### config.mk
export PLATFORM = sky130hd
export DESIGN_NAME = time_set_ctrl
export DESIGN_NICKNAME = d
export VERILOG_FILES = /design/src/rtl/clock_pkg.sv /design/src/rtl/btn_edge.sv /design/src/rtl/time_set_ctrl.sv
export SDC_FILE = /design/constraint.sdc
export NUM_CORES = 1
export LEC_CHECK = 0
export CAP_MARGIN = 20
export CORE_MARGIN = 2
export CORE_UTILIZATION = 35
export DETAILED_ROUTE_END_ITERATION = 10
export SLEW_MARGIN = 15
export SYNTH_ARGS = -nofsm -noshare
export SYNTH_HDL_FRONTEND = slang
export SYNTH_SLANG_ARGS = --single-unit
export TNS_END_PERCENT = 30
### constraint.sdc
create_clock -name clk -period 8.47 [get_ports clk]
set_input_delay 1.2705 -clock clk [delete_from_list [all_inputs] [get_ports clk]]
set_output_delay 1.2705 -clock clk [all_outputs]
set_load 0.01 [all_outputs]
### src/rtl/clock_pkg.sv
// Shared types and constants for the time-setting controller and its
// BCD hour/minute editing logic.
package clock_pkg;

  typedef enum logic [1:0] {
    IDLE   = 2'b00,
    EDIT_H = 2'b01,
    EDIT_M = 2'b10,
    COMMIT = 2'b11
  } state_t;

  localparam logic [1:0] EDIT_CODE_IDLE   = 2'b00;
  localparam logic [1:0] EDIT_CODE_HOUR   = 2'b01;
  localparam logic [1:0] EDIT_CODE_MIN    = 2'b10;
  localparam logic [1:0] EDIT_CODE_COMMIT = 2'b11;

  localparam int HOUR24_MAX = 23;
  localparam int HOUR12_MIN = 1;
  localparam int HOUR12_MAX = 12;
  localparam int MIN_MAX    = 59;

  function automatic int bcd_value(input logic [3:0] tens, input logic [3:0] ones);
    return int'(tens) * 10 + int'(ones);
  endfunction

  // A two-digit BCD pair is usable only if the ones digit is a real BCD
  // digit and the combined value lies in [lo, hi].
  function automatic logic bcd_in_range(input logic [3:0] tens, input logic [3:0] ones,
                                        input int lo, input int hi);
    int v;
    v = bcd_value(tens, ones);
    return (ones <= 4'd9) && (v >= lo) && (v <= hi);
  endfunction

endpackage

### src/rtl/btn_edge.sv
// Registered rising-edge detector for a debounced, clk-synchronous button.
module btn_edge (
  input  logic clk,
  input  logic rst,
  input  logic btn,
  output logic press
);

  logic btn_q;

  always_ff @(posedge clk) begin
    if (rst) begin
      btn_q <= 1'b0;
    end else begin
      btn_q <= btn;
    end
  end

  assign press = btn & ~btn_q;

endmodule

### src/rtl/time_set_ctrl.sv
// Two-button time editor: loads the running time, edits hours then minutes,
// and presents a held set strobe to the slow BCD time counters on commit.
module time_set_ctrl
  import clock_pkg::*;
#(
  parameter int SET_HOLD     = 2,
  parameter int EDIT_TIMEOUT = 1000
) (
  input  logic       clk,
  input  logic       rst,
  input  logic       btn_mode,
  input  logic       btn_inc,
  input  logic       mode_12h,
  input  logic [3:0] cur_h1,
  input  logic [3:0] cur_h0,
  input  logic [3:0] cur_m1,
  input  logic [3:0] cur_m0,
  input  logic       cur_pm,
  output logic       set,
  output logic [3:0] set_h1,
  output logic [3:0] set_h0,
  output logic [3:0] set_m1,
  output logic [3:0] set_m0,
  output logic       set_am_pm,
  output logic [1:0] editing
);

  localparam int TMO_W  = $clog2(EDIT_TIMEOUT + 1);
  localparam int HOLD_W = $clog2(SET_HOLD + 1);
  localparam logic [TMO_W-1:0]  TMO_LAST  = TMO_W'(EDIT_TIMEOUT - 1);
  localparam logic [HOLD_W-1:0] HOLD_LAST = HOLD_W'(SET_HOLD - 1);

  logic [1:0] btn_vec;
  logic [1:0] press_vec;
  logic       mode_press;
  logic       inc_press;

  assign btn_vec = {btn_inc, btn_mode};

  genvar gi;
  generate
    for (gi = 0; gi < 2; gi++) begin : g_edge
      btn_edge u_edge (
        .clk   (clk),
        .rst   (rst),
        .btn   (btn_vec[gi]),
        .press (press_vec[gi])
      );
    end
  endgenerate

  assign mode_press = press_vec[0];
  assign inc_press  = press_vec[1];

  state_t            state_reg;
  logic [3:0]        h1_reg, h0_reg, m1_reg, m0_reg;
  logic              pm_reg;
  logic              mode_q;
  logic [TMO_W-1:0]  tmo_cnt_reg;
  logic [HOLD_W-1:0] hold_cnt_reg;
  logic              set_reg;
  logic [1:0]        editing_reg;

  // Sanitised load values from the running time.
  logic [3:0] load_h1, load_h0, load_m1, load_m0;
  logic       load_pm;

  always_comb begin
    load_h1 = cur_h1;
    load_h0 = cur_h0;
    load_pm = mode_12h & cur_pm;
    if (mode_12h) begin
      if (!bcd_in_range(cur_h1, cur_h0, HOUR12_MIN, HOUR12_MAX)) begin
        load_h1 = 4'd1;
        load_h0 = 4'd2;
        load_pm = 1'b0;
      end
    end else begin
      if (!bcd_in_range(cur_h1, cur_h0, 0, HOUR24_MAX)) begin
        load_h1 = 4'd0;
        load_h0 = 4'd0;
      end
    end
    load_m1 = cur_m1;
    load_m0 = cur_m0;
    if (!bcd_in_range(cur_m1, cur_m0, 0, MIN_MAX)) begin
      load_m1 = 4'd0;
      load_m0 = 4'd0;
    end
  end

  // Next hour on an increment press; the range follows the latched format.
  logic [3:0] hinc_h1_next, hinc_h0_next;
  logic       hinc_pm_next;

  always_comb begin
    hinc_h1_next = h1_reg;
    hinc_h0_next = h0_reg + 4'd1;
    hinc_pm_next = pm_reg;
    if (mode_q) begin
      if (bcd_value(h1_reg, h0_reg) == HOUR12_MAX) begin
        hinc_h1_next = 4'd0;
        hinc_h0_next = 4'd1;
      end else if (bcd_value(h1_reg, h0_reg) == HOUR12_MAX - 1) begin
        hinc_h1_next = 4'd1;
        hinc_h0_next = 4'd2;
        hinc_pm_next = ~pm_reg;
      end else if (h0_reg == 4'd9) begin
        hinc_h1_next = h1_reg + 4'd1;
        hinc_h0_next = 4'd0;
      end
    end else begin
      if (bcd_value(h1_reg, h0_reg) == HOUR24_MAX) begin
        hinc_h1_next = 4'd0;
        hinc_h0_next = 4'd0;
      end else if (h0_reg == 4'd9) begin
        hinc_h1_next = h1_reg + 4'd1;
        hinc_h0_next = 4'd0;
      end
    end
  end

  logic [3:0] minc_m1_next, minc_m0_next;

  always_comb begin
    minc_m1_next = m1_reg;
    minc_m0_next = m0_reg + 4'd1;
    if (bcd_value(m1_reg, m0_reg) == MIN_MAX) begin
      minc_m1_next = 4'd0;
      minc_m0_next = 4'd0;
    end else if (m0_reg == 4'd9) begin
      minc_m1_next = m1_reg + 4'd1;
      minc_m0_next = 4'd0;
    end
  end

  always_ff @(posedge clk) begin
    if (rst) begin
      state_reg    <= IDLE;
      h1_reg       <= 4'd0;
      h0_reg       <= 4'd0;
      m1_reg       <= 4'd0;
      m0_reg       <= 4'd0;
      pm_reg       <= 1'b0;
      mode_q       <= 1'b0;
      tmo_cnt_reg  <= '0;
      hold_cnt_reg <= '0;
      set_reg      <= 1'b0;
      editing_reg  <= EDIT_CODE_IDLE;
    end else begin
      case (state_reg)
        IDLE: begin
          if (mode_press) begin
            h1_reg      <= load_h1;
            h0_reg      <= load_h0;
            m1_reg      <= load_m1;
            m0_reg      <= load_m0;
            pm_reg      <= load_pm;
            mode_q      <= mode_12h;
            tmo_cnt_reg <= '0;
            state_reg   <= EDIT_H;
            editing_reg <= EDIT_CODE_HOUR;
          end
        end
        EDIT_H: begin
          // A format change mid-edit would make the edited hour ambiguous.
          if (mode_12h != mode_q) begin
            state_reg   <= IDLE;
            editing_reg <= EDIT_CODE_IDLE;
          end else if (mode_press) begin
            tmo_cnt_reg <= '0;
            state_reg   <= EDIT_M;
            editing_reg <= EDIT_CODE_MIN;
          end else if (inc_press) begin
            h1_reg      <= hinc_h1_next;
            h0_reg      <= hinc_h0_next;
            pm_reg      <= hinc_pm_next;
            tmo_cnt_reg <= '0;
          end else if (tmo_cnt_reg == TMO_LAST) begin
            state_reg   <= IDLE;
            editing_reg <= EDIT_CODE_IDLE;
          end else begin
            tmo_cnt_reg <= tmo_cnt_reg + 1'b1;
          end
        end
        EDIT_M: begin
          if (mode_12h != mode_q) begin
            state_reg   <= IDLE;
            editing_reg <= EDIT_CODE_IDLE;
          end else if (mode_press) begin
            hold_cnt_reg <= '0;
            set_reg      <= 1'b1;
            state_reg    <= COMMIT;
            editing_reg  <= EDIT_CODE_COMMIT;
          end else if (inc_press) begin
            m1_reg      <= minc_m1_next;
            m0_reg      <= minc_m0_next;
            tmo_cnt_reg <= '0;
          end else if (tmo_cnt_reg == TMO_LAST) begin
            state_reg   <= IDLE;
            editing_reg <= EDIT_CODE_IDLE;
          end else begin
            tmo_cnt_reg <= tmo_cnt_reg + 1'b1;
          end
        end
        COMMIT: begin
          if (hold_cnt_reg == HOLD_LAST) begin
            set_reg     <= 1'b0;
            state_reg   <= IDLE;
            editing_reg <= EDIT_CODE_IDLE;
          end else begin
            hold_cnt_reg <= hold_cnt_reg + 1'b1;
          end
        end
        default: begin
          state_reg   <= IDLE;
          set_reg     <= 1'b0;
          editing_reg <= EDIT_CODE_IDLE;
        end
      endcase
    end
  end

  assign set       = set_reg;
  assign set_h1    = h1_reg;
  assign set_h0    = h0_reg;
  assign set_m1    = m1_reg;
  assign set_m0    = m0_reg;
  assign set_am_pm = pm_reg & mode_q;
  assign editing   = editing_reg;

endmodule
* Word level (Yosys, flattened, before mapping) *
Cells that the tools add are included.

storage, ports and cells
  word-level logic and storage cells = 172
  output and inout bits = 20
  input port bits = 22
  register bits = 37

cells by class
  eq/ne operators = 26
  magnitude comparators = 8
  multiply operators = 4
  add/sub/neg operators = 10
  mux-type cells = 84
  reductions and logical operators = 20
  bitwise operators = 7

operators with widths
  kind                     count
  $mux W4                  38
  $mux W10                 7
  $eq A32 B5 Y1 const B    2
  $add A8 B4 Y9            4
  $mux W2                  17
  $ge A32 B2 Y1 const B    1
  $le A32 B5 Y1 const B    1
  $pmux W4 S2              4
  $pmux W10 S3             1
  $mul A4 B3 Y7 const B    4
  $ge A9 B1 Y1 const B     2
  $ne A2 B2 Y1 const B     9
  $add A4 B1 Y4 const B    4
  $pmux W2 S4              2
  $reduce_and A5 Y1        3
  $mux W1                  12
  $add A10 B1 Y10 const B  1
  $eq A10 B10 Y1 const B   1
  $eq A9 B5 Y1 const B     1
  $eq A9 B6 Y1 const B     1
  $le A9 B5 Y1 const B     1
  $le A9 B6 Y1 const B     1
  $eq A4 B4 Y1 const B     2
  $le A4 B4 Y1 const B     2
  other kinds (18)         38

* Logic depth before layout (Yosys ltp) *
Gate-level depths: netlist (run 1).

  word-level depth = 10
  mapped depth = 11
  mapped depth without buffers = 11

* By module *
From an unflattened synthesis (run 1), not the netlist that was laid out.

second synthesis, totals
  cells, all modules = 419
  area total of the unflattened synthesis = 3402.0 um^2

modules (own cells, without submodules)
  module         sequential area each (um^2)  cells an instance  instances  area each (um^2)
  time_set_ctrl  700.7                        413                1          3306.9
  btn_edge       20.0                         3                  2          47.5

* Least setup slack after synthesis (run 1) *
No wires, ideal clock.

  path type = input -> register
  start point = input port cur_h1[1]
  end point = register h0_reg[2], in the netlist set_h0[2]
  path slack = 4.561 ns
  arrival = 3.818 ns
  data required time = 8.379 ns
  stages = 10
  library setup time = 0.091 ns
  buffers on the path = 0
  cell sequence = ha_1 ha_1 fa_1 nand2_1 a21oi_1 mux2i_4 o311ai_4 a2111oi_4 nand2_1 a311oi_1

between the ends
  word-level cells in the longest chain between the ends = 9
  elaborated cells on any way between the ends = 15
  those cells by class = 1 x add/sub; 1 x mul; 4 x order compare; 5 x mux; 4 x reduce/logical

ends and longest elaborated chain
  element                                               RTL line                                  RTL
  start, declared                                       time_set_ctrl.sv:14                       input logic [3:0] cur_h1,
  $mul A4 B3 Y7 *                                       clock_pkg.sv:23                           return int'(tens) * 10 + int'(ones);
  $add A8 B4 Y9 *                                       clock_pkg.sv:23
  $ge A32 B2 Y1 / $ge A9 B1 Y1 (equally long branches)  clock_pkg.sv:32                           return (ones <= 4'd9) && (v >= lo) && (v <= hi);
  $logic_and A1 B1 Y1 (2 in series)                     clock_pkg.sv:32
  $mux W4, on equally long branches                     time_set_ctrl.sv:73, time_set_ctrl.sv:79
  $mux W4 *                                             time_set_ctrl.sv:72                       if (mode_12h) begin
  $mux W4 *                                             time_set_ctrl.sv:153                      if (mode_press) begin
  $pmux W4 S2 *                                         time_set_ctrl.sv:151                      case (state_reg)
  end signal, assigned                                  time_set_ctrl.sv:155                      h0_reg <= load_h0;
  end signal, assigned                                  time_set_ctrl.sv:176                      h0_reg <= hinc_h0_next;
  end, declared                                         time_set_ctrl.sv:56                       logic [3:0] h1_reg, h0_reg, m1_reg, m0_reg;

Every way passes the cells marked *; elsewhere a longest branch is shown, timed or not. The select of a mux whose other input is x is not followed.
A chain may end at the register's enable or synchronous reset.

* Worst setup path after layout (run 1) *
  start point = input port cur_h1[3]
  end point = register h0_reg[2], in the netlist set_h0[2]

The elaborated chain is that of the path after synthesis.

==> impl_metrics.env, run 1 <==
export IMPL_cts_tree="done"
export IMPL_vias=3286
export IMPL_syn_cell_area_um2=3500
export IMPL_fp_dieH_um=104
export IMPL_first_iter_violations=117
export IMPL_grt_pass1_wl_um=14900
export IMPL_route_detailed_drc=0
export IMPL_power_density_nw_per_um2=131
export IMPL_utilization_pct=42.7
export IMPL_syn_mean_instance_area_um2=8.04
export IMPL_worst_ep_arrival_time_ns=4.69
export IMPL_yosysSeqAreaShare_pct=21.2
export IMPL_rows=36
export IMPL_grt_antenna_before_repair=0
export IMPL_irDropWorstVdd_v=0.0000606
export IMPL_nFillCells=1023
export IMPL_period_needed_ns=4.49
export IMPL_dp_hpwl_um=6670
export IMPL_post_route_period_util_pct=53.1
export IMPL_synthTopCellsByArea="dfxtp_1, ha_1, nor2_1"
export IMPL_start_util_pct=36.0
export IMPL_final_area_um2=4150
export IMPL_die_area_um2=10800
export IMPL_post_cts_buffers=0
export IMPL_slew_viol_final=0
export IMPL_grt_pass1_vias=3203
export IMPL_area_delta_synth_final_pct=18.7
export IMPL_status="complete, no violations"
export IMPL_cts_buffers=5
export IMPL_tightest_slew_ns=0.690
export IMPL_cts_hold_buf=0
export IMPL_final_cell_count_no_fill=608
export IMPL_cts_sinks=37
export IMPL_route_met3_wl_um=229
export IMPL_setup_viol=0
export IMPL_largest_reg_flops=10
export IMPL_relSlewSlack_pct=54.0
export IMPL_core_area_um2=9730
export IMPL_grt_ovfl_total=0
export IMPL_place_ws_ns=3.70
export IMPL_wirelength_um=8600
export IMPL_synthCells=435
export IMPL_dp_cells=600
export IMPL_grt_setup_unrepaired="false"
export IMPL_finalHoldViolCount=0
export IMPL_root_buffer="clkbuf_8"
export IMPL_yosys_area_top_type="dfxtp_1"
export IMPL_yosysWarnings=0
export IMPL_synth_edf_count=0
export IMPL_fin_skew_ns=0.0175
export IMPL_path_max_fanout=6
export IMPL_cts_resized=0
export IMPL_finalNetCount=545
export IMPL_synth_top_flop_cell="dfxtp_1"
export IMPL_min_delay_path_class="flop to flop"
export IMPL_power_total_mw=0.546
export IMPL_wl_met2_um=4080
export IMPL_tns_ns=0
export IMPL_synth_nets=506
export IMPL_setup_ws_ns=3.98
export IMPL_ios=42
export IMPL_place_gp_congestion=0.831
export IMPL_drive_gt1_share_pct=6.11
export IMPL_top_layer_used="met4"
export IMPL_die_w_um=104
export IMPL_antenna_cells=0
export IMPL_path_clk_slew_ns=0.09
export IMPL_clk_latency_ns=0.30
export IMPL_place_port_buffers=41
export IMPL_fmax_ghz=0.223
export IMPL_whs_ns=0.472
export IMPL_wire_per_inst_um=14.1
export IMPL_synth_top_area_share_pct=21.2
export IMPL_maxCapViolCount=0
export IMPL_place_area_um2=4040
export IMPL_async_flop_share_pct=0
export IMPL_grt_max_degree=34
export IMPL_drt_met1_wl_um=4200
export IMPL_yosys_register_bits=37
export IMPL_ctsHtreeMaxLevel=2
export IMPL_final_antenna_net_count=0
export IMPL_path_class="primary input to flop"
export IMPL_power_leakage_nw=1.62
export IMPL_cts_buffer_depth=2
export IMPL_grt_usage_pct=16.2
export IMPL_firstDrtPassIters=4
export IMPL_crit_path_end_kind="flop"
export IMPL_crit_required_ns=8.67
export IMPL_crit_path_start_kind="primary input"
export IMPL_drt_vias_per_instance=5.40
export IMPL_ys_types=67
==> critical path, cell delays in order <==
cell	delay (ns)
clkdlybuf4s50_1	0.60
ha_1	0.28
ha_1	0.24
fa_1	0.59
nand2_1	0.09
a21oi_1	0.28
mux2i_4	0.30
o311ai_4	0.15
a2111oi_4	0.52
nand2_1	0.11
a311oi_1	0.27
==> worst paths after layout <==
path,from,endpoint,slack [ns],depth (start not counted)
max reg2reg,set_h1[1],set_h0[3],5.30,9
min reg2reg,editing[1],editing[1],0.47,2
min,editing[1],editing[1],0.47,2
max,cur_h1[3],set_h0[2],3.98,11
==> synthesized netlist by cell type, types with 3 or more instances <==
master	number
nor2_1	49
nand2_1	42
ha_1	41
dfxtp_1	37
a21oi_1	29
nand3_1	20
inv_1	19
o21ai_0	18
nor3_1	11
a31oi_1	10
nor2b_1	10
a21o_1	9
a211oi_1	8
clkbuf_1	8
fa_1	8
nand4_1	8
xnor2_1	8
xor2_1	8
nand2b_1	6
o22ai_1	5
and3_1	4
mux2i_1	4
nand3b_1	4
nor3b_1	4
and2_1	3
nand4b_1	3
nor4_1	3
o21a_1	3
or4_1	3
==> kinds of logic (layout without fill, tap and decap cells) <==
logic type | after synthesis | count (layout) | synth area share (%)
AND/OR/NAND/NOR | 183 | 183 | 26.5
AO/OA/AOI/OAI | 114 | 114 | 23.3
adder cells (fa/ha/maj) | 49 | 49 | 19.2
flip-flops | 37 | 37 | 21.2
buffers and inverters | 29 | 69 | 3.18
XOR/XNOR | 17 | 17 | 4.47
multiplexers | 6 | 6 | 2.11
==> cells in the final DEF (no fill, tap or decap), types with 11 or more instances in the layout <==
cell,netlist,final
a21oi_1,29,29
nor3_1,11,11
o21ai_0,18,18
clkdlybuf4s50_1,0,41
nand3_1,20,20
inv_1,19,19
nor2_1,49,49
dfxtp_1,37,37
nand2_1,42,42
ha_1,41,41
==> where the power goes <==
part	switching (mW)	internal, mW	leakage, nW	total, mW
Clock	0.0689	0.0885	0.0554	0.157
Sequential	0.0157	0.183	0.301	0.199
Combinational	0.105	0.0845	1.27	0.189
==> routing by layer <==
layer	GRT usage [%]	vias to the layer above
li1	-	1676
met5	0	-
met4	3.47	0
met2	27.2	41
met3	2.63	9
met1	21.8	1560
==> area by class of cell <==
class	count	area (µm²)	area share, %
multi-input combinational	369	2650	63.7
tap	133	166	4.01
timing repair buffer	42	418	10.1
clock inverter	2	38.8	0.934
inverter	19	71.3	1.72
sequential	37	741	17.8
clock buffer	6	72.6	1.75
Note: power is estimated with default switching activity, not from simulation.
==> run 2, diff against run 1 <==
==> constraint.sdc (replaced) <==
create_clock -name clk -period 3.6 [get_ports clk]
set_input_delay 0.54 -clock clk [delete_from_list [all_inputs] [get_ports clk]]
set_output_delay 0.54 -clock clk [all_outputs]
set_load 0.01 [all_outputs]
==> impl_metrics.env, run 2 (synthesized netlist as in run 1, its figures left out) <==
export IMPL_grt_pass1_vias=3154
export IMPL_endpoint="set_h0[2]"
export IMPL_final_antenna_net_count=0
export IMPL_met1_usage_pct=21.9
export IMPL_post_route_period_util_pct=92.9
export IMPL_utilization_pct=43.7
export IMPL_place_area_um2=4150
export IMPL_critPathBufInv=1
export IMPL_r2r_slack_ns=0.41
export IMPL_slowest_delay_ns=0.51
export IMPL_tns_ns=0
export IMPL_nFillCells=999
export IMPL_cp_top_family="compound AO/OA/AOI/OAI gates"
export IMPL_antenna_cells=0
export IMPL_grt_pass1_wl_um=15000
export IMPL_cts_tree="done"
export IMPL_largest_reg_flops=10
export IMPL_whs_ns=0.470
export IMPL_register_area_um2=741
export IMPL_finalHoldViolCount=0
export IMPL_clk_latency_ns=0.30
export IMPL_die_w_um=104
export IMPL_area_delta_synth_final_pct=21.5
export IMPL_cts_sinks=37
export IMPL_path_depth=11
export IMPL_fp_dieH_um=104
export IMPL_dp_cells=614
export IMPL_place_port_buffers=41
export IMPL_dp_hpwl_um=6740
export IMPL_status="complete, no violations"
export IMPL_worst_ep_arrival_time_ns=3.55
export IMPL_top_usage_layer="met2"
export IMPL_slew_viol_final=0
export IMPL_crit_chain="clkdlybuf4s50_1 -> ha_1 -> ha_1 -> fa_1 -> nand2_1 -> a21oi_1 -> mux2i_4 -> o311ai_4 -> a2111oi_4 -> nand2_1 -> a311oi_1"
export IMPL_cts_buffer_depth=2
export IMPL_rows=36
export IMPL_vias=3377
export IMPL_power_total_mw=1.28
export IMPL_place_ws_ns=-0.188
export IMPL_post_cts_buffers=0
export IMPL_grt_usage_pct=16.3
export IMPL_grtUsageMet2_pct=27.7
export IMPL_grt_ovfl_total=0
export IMPL_cts_buffers=5
export IMPL_maxCapViolCount=0
export IMPL_crit_path_end_kind="flop"
export IMPL_relSlewSlack_pct=50.2
export IMPL_path_clk_slew_ns=0.07
export IMPL_grt_antenna_before_repair=0
export IMPL_finalNetCount=559
export IMPL_place_gp_congestion=0.857
export IMPL_route_detailed_drc=0
export IMPL_fmax_ghz=0.299
export IMPL_power_density_nw_per_um2=302
export IMPL_fin_skew_ns=0.0113
export IMPL_first_iter_violations=152
export IMPL_core_area_um2=9730
export IMPL_crit_path_start_kind="primary input"
export IMPL_drt_vias_per_instance=5.44
export IMPL_final_cell_count_no_fill=621
export IMPL_drive_gt1_share_pct=8.81
export IMPL_grt_setup_unrepaired="false"
export IMPL_r2r_cells=9
export IMPL_r2r_end="set_h0[3]"
export IMPL_firstDrtPassIters=4
export IMPL_crit_required_ns=3.80
export IMPL_ios=42
export IMPL_wirelength_um=8620
export IMPL_start_util_pct=36.0
export IMPL_cts_resized=0
export IMPL_path_max_fanout=6
export IMPL_reg2reg_from="set_h1[3]"
export IMPL_power_leakage_nw=1.69
export IMPL_grtUsageMet3_pct=2.19
export IMPL_cp_slowest_cell="fa_1"
export IMPL_layout_commonest_cell="nor2_1"
export IMPL_irDropWorstVdd_v=0.000141
export IMPL_final_area_um2=4250
export IMPL_setup_viol=0
export IMPL_cts_hold_buf=0
export IMPL_tightest_slew_ns=0.747
export IMPL_grt_max_degree=34
export IMPL_die_area_um2=10800
export IMPL_final_cell_mix="nor2_1, nand2_1, ha_1, clkdlybuf4s50_1, dfxtp_1"
export IMPL_period_needed_ns=3.34
export IMPL_crit_start="cur_h1[1]"
export IMPL_root_buffer="clkbuf_8"
export IMPL_multi_input_area_um2=2650
export IMPL_ctsHtreeMaxLevel=2
export IMPL_path_class="primary input to flop"
export IMPL_min_delay_path_class="flop to flop"
export IMPL_wire_per_inst_um=13.9
export IMPL_setup_ws_ns=0.257
[run 2: area by class of cell]
cell class              instances  share of cell area, %
clock buffers                   5                   1.62
clock inverters                 2                  0.824
inverters                      19                   1.68
multi-input cells             369                   62.2
flip-flops and latches         37                   17.4
well taps                     133                   3.91
repair buffers                 56                   12.3
[run 2: routing by layer]
metal  up-vias  wire (µm)
li1       1710          -
met1      1596       4190
met2        62       4060
met4         0         89
met3         9        280
met5         -          0
[run 2: report_power, final]
part | internal [mW] | switching (mW) | leakage (nW)
sequential | 0.432 | 0.0310 | 0.301
clock | 0.201 | 0.148 | 0.0540
combinational | 0.214 | 0.257 | 1.34
[run 2: worst min path at each step]
stage | slack, ns | cells after the start | start | to
5_1_grt | 0.49 | 2 | tmo_cnt_reg[8] | tmo_cnt_reg[8]
3_3_place_gp | 0.45 | 2 | editing[1] | editing[1]
4_1_cts | 0.47 | 2 | editing[1] | editing[1]
3_5_place_dp | 0.45 | 2 | editing[1] | editing[1]
6_report | 0.47 | 2 | tmo_cnt_reg[8] | tmo_cnt_reg[8]
2_1_floorplan | 0.44 | 2 | tmo_cnt_reg[8] | tmo_cnt_reg[8]
[run 2: worst register-to-register path, cell delays in order, from the launching register on]
cell and delay, ns:
dfxtp_1 0.50, ha_1 0.30, ha_1 0.23, fa_1 0.56, nand2_1 0.08, or3_1 0.33, o311ai_2 0.39, nand3_1 0.29
a32oi_1 0.28, a211oi_1 0.09
==> run 3, diff against run 2 <==
--- a/config.mk
+++ b/config.mk
@@ -5,6 +5,7 @@
 export SDC_FILE = /design/constraint.sdc
 export NUM_CORES = 1
 export LEC_CHECK = 0
+export ABC_AREA = 1
 export CAP_MARGIN = 20
 export CORE_MARGIN = 2
 export CORE_UTILIZATION = 35
==> impl_metrics.env, run 3 <==
export IMPL_period_needed_ns=3.13
export IMPL_root_buffer="clkbuf_8"
export IMPL_yosysWarnings=0
export IMPL_fin_skew_ns=0.00757
export IMPL_drive_gt1_share_pct=7.50
export IMPL_synthTopCellsByArea="dfxtp_1, ha_1, nand2_1"
export IMPL_die_area_um2=11600
export IMPL_power_leakage_nw=2.09
export IMPL_worst_ep_arrival_time_ns=3.35
export IMPL_status="complete, no violations"
export IMPL_ios=42
export IMPL_maxCapViolCount=0
export IMPL_synth_top_flop_cell="dfxtp_1"
export IMPL_ctsHtreeMaxLevel=2
export IMPL_crit_chain="clkdlybuf4s50_1 -> ha_1 -> ha_1 -> fa_1 -> nand2_1 -> nor2_1 -> nand2_1 -> nand2_1 -> nand2_1 -> nand2_1 -> nand3_2 -> o21bai_4 -> nand3_1 -> nand2_1 -> nor2_1 -> nor2_1"
export IMPL_post_cts_buffers=0
export IMPL_largest_reg_flops=10
export IMPL_grt_pass1_vias=3424
export IMPL_rows=37
export IMPL_slew_viol_final=0
export IMPL_vias=3586
export IMPL_slowest_delay_ns=0.58
export IMPL_wirelength_um=8580
export IMPL_yosys_area_top_type="dfxtp_1"
export IMPL_crit_path_start_kind="primary input"
export IMPL_route_detailed_drc=0
export IMPL_min_delay_path_class="flop to flop"
export IMPL_setup_ws_ns=0.475
export IMPL_power_density_nw_per_um2=322
export IMPL_start_util_pct=36.2
export IMPL_r2r_cells=14
export IMPL_cp_slowest_cell="fa_1"
export IMPL_layout_commonest_cell="nand2_1"
export IMPL_ys_types=47
export IMPL_finalNetCount=683
export IMPL_cpMostUsedCell="nand2_1"
export IMPL_area_delta_synth_final_pct=16.7
export IMPL_drt_vias_per_instance=4.79
export IMPL_cts_hold_buf=0
export IMPL_syn_cell_area_um2=3770
export IMPL_grt_ovfl_total=0
export IMPL_setup_viol=0
export IMPL_syn_mean_instance_area_um2=6.62
export IMPL_grt_max_degree=17
export IMPL_grt_antenna_before_repair=0
export IMPL_place_gp_congestion=0.846
export IMPL_synthCells=570
export IMPL_cts_buffer_depth=2
export IMPL_final_cell_mix="nand2_1, inv_1, nor2_1"
export IMPL_irDropWorstVdd_v=0.000150
export IMPL_synth_edf_count=0
export IMPL_clk_latency_ns=0.29
export IMPL_grt_usage_pct=15.3
export IMPL_cts_tree="done"
export IMPL_grt_pass1_wl_um=15000
export IMPL_power_total_mw=1.42
export IMPL_min_to="hold_cnt_reg[1]"
export IMPL_die_w_um=108
export IMPL_firstDrtPassIters=5
export IMPL_worstHoldPathCells=2
export IMPL_critPathBufInv=1
export IMPL_r2r_slack_ns=0.67
export IMPL_crit_required_ns=3.82
export IMPL_antenna_cells=0
export IMPL_dp_hpwl_um=6920
export IMPL_first_iter_violations=152
export IMPL_place_ws_ns=0.208
export IMPL_reg2reg_from="set_h1[1]"
export IMPL_synth_top_area_share_pct=19.6
export IMPL_core_area_um2=10400
export IMPL_cp_top_family="adder cells"
export IMPL_crit_path_end_kind="flop"
export IMPL_worstHoldStart="hold_cnt_reg[1]"
export IMPL_path_clk_slew_ns=0.08
export IMPL_synth_most_common_cell="nand2_1"
export IMPL_yosysSeqAreaShare_pct=19.6
export IMPL_r2r_end="set_h1[3]"
export IMPL_wire_per_inst_um=11.5
export IMPL_yosys_register_bits=37
export IMPL_grt_setup_unrepaired="false"
export IMPL_cts_buffers=5
export IMPL_synthTopCellsByCount="nand2_1, inv_1, nor2_1, nand3_1, ha_1"
export IMPL_post_route_period_util_pct=86.8
export IMPL_final_antenna_net_count=0
export IMPL_synth_nets=641
export IMPL_finalHoldViolCount=0
export IMPL_cts_resized=0
export IMPL_cts_sinks=37
export IMPL_fp_dieH_um=108
export IMPL_path_max_fanout=8
export IMPL_path_class="primary input to flop"
export IMPL_utilization_pct=42.2
export IMPL_relSlewSlack_pct=59.2
export IMPL_tightest_slew_ns=0.609
export IMPL_tns_ns=0
export IMPL_fmax_ghz=0.320
export IMPL_place_port_buffers=41
export IMPL_async_flop_share_pct=0
-- run 3: area by class of cell --
cell class,instances,area [µm²]
clock buffers,6,72.6
clock inverters,2,10.0
fillers,1126,6020
inverters,87,327
multi-input cells,437,2650
flip-flops and latches,37,741
well taps,136,170
repair buffers,44,433
-- run 3: worst max-delay path by stage --
stage              start  depth (start not counted)         to
6_report       cur_h1[1]                         16  set_h1[3]
5_1_grt        cur_h1[1]                         16  set_h1[3]
4_1_cts        cur_h1[1]                         17  set_h0[1]
3_5_place_dp   cur_h1[1]                         17  set_h0[1]
3_3_place_gp   cur_h1[1]                         17  set_h1[0]
2_1_floorplan  cur_h1[1]                         16  set_h0[1]
-- run 3: metal layers --
layer | track usage (%) | share of wire (%)
met2 | 25.8 | 46
met1 | 20.8 | 51
met3 | 2.06 | 2.0
met4 | 3.30 | 1.1
met5 | 0 | 0
-- run 3: cell families (layout without fill, tap and decap cells) --
| kind of cell | after synthesis | count (layout) | synth area share, % |
|---|---|---|---|
| XOR/XNOR | 17 | 17 | 4.35 |
| AND/OR/NAND/NOR | 306 | 306 | 37.8 |
| flip-flops | 37 | 37 | 19.6 |
| AO/OA/AOI/OAI | 65 | 65 | 10.2 |
| adder cells (fa/ha/maj) | 49 | 49 | 17.8 |
| buffers and inverters | 96 | 139 | 10.2 |
-- run 3: worst min-delay path: stages, from the launching register on --
cell,delay (ns)
dfxtp_1,0.30
inv_1,0.07
a21oi_1,0.06
-- run 3: stage by stage --
step                      area, µm²  instances  hold slack [ns]
after floorplan                3770        570            0.431
after global placement         4320        741            0.446
after detailed placement       4320        741            0.454
after CTS                      4400        749            0.482
after global routing           4400        749            0.506
final                          4400        749            0.475
-- run 3: power breakdown --
part	switching, mW	leakage (nW)	internal [mW]
clock network	0.152	0.0450	0.134
registers	0.0625	0.303	0.447
logic	0.362	1.74	0.261
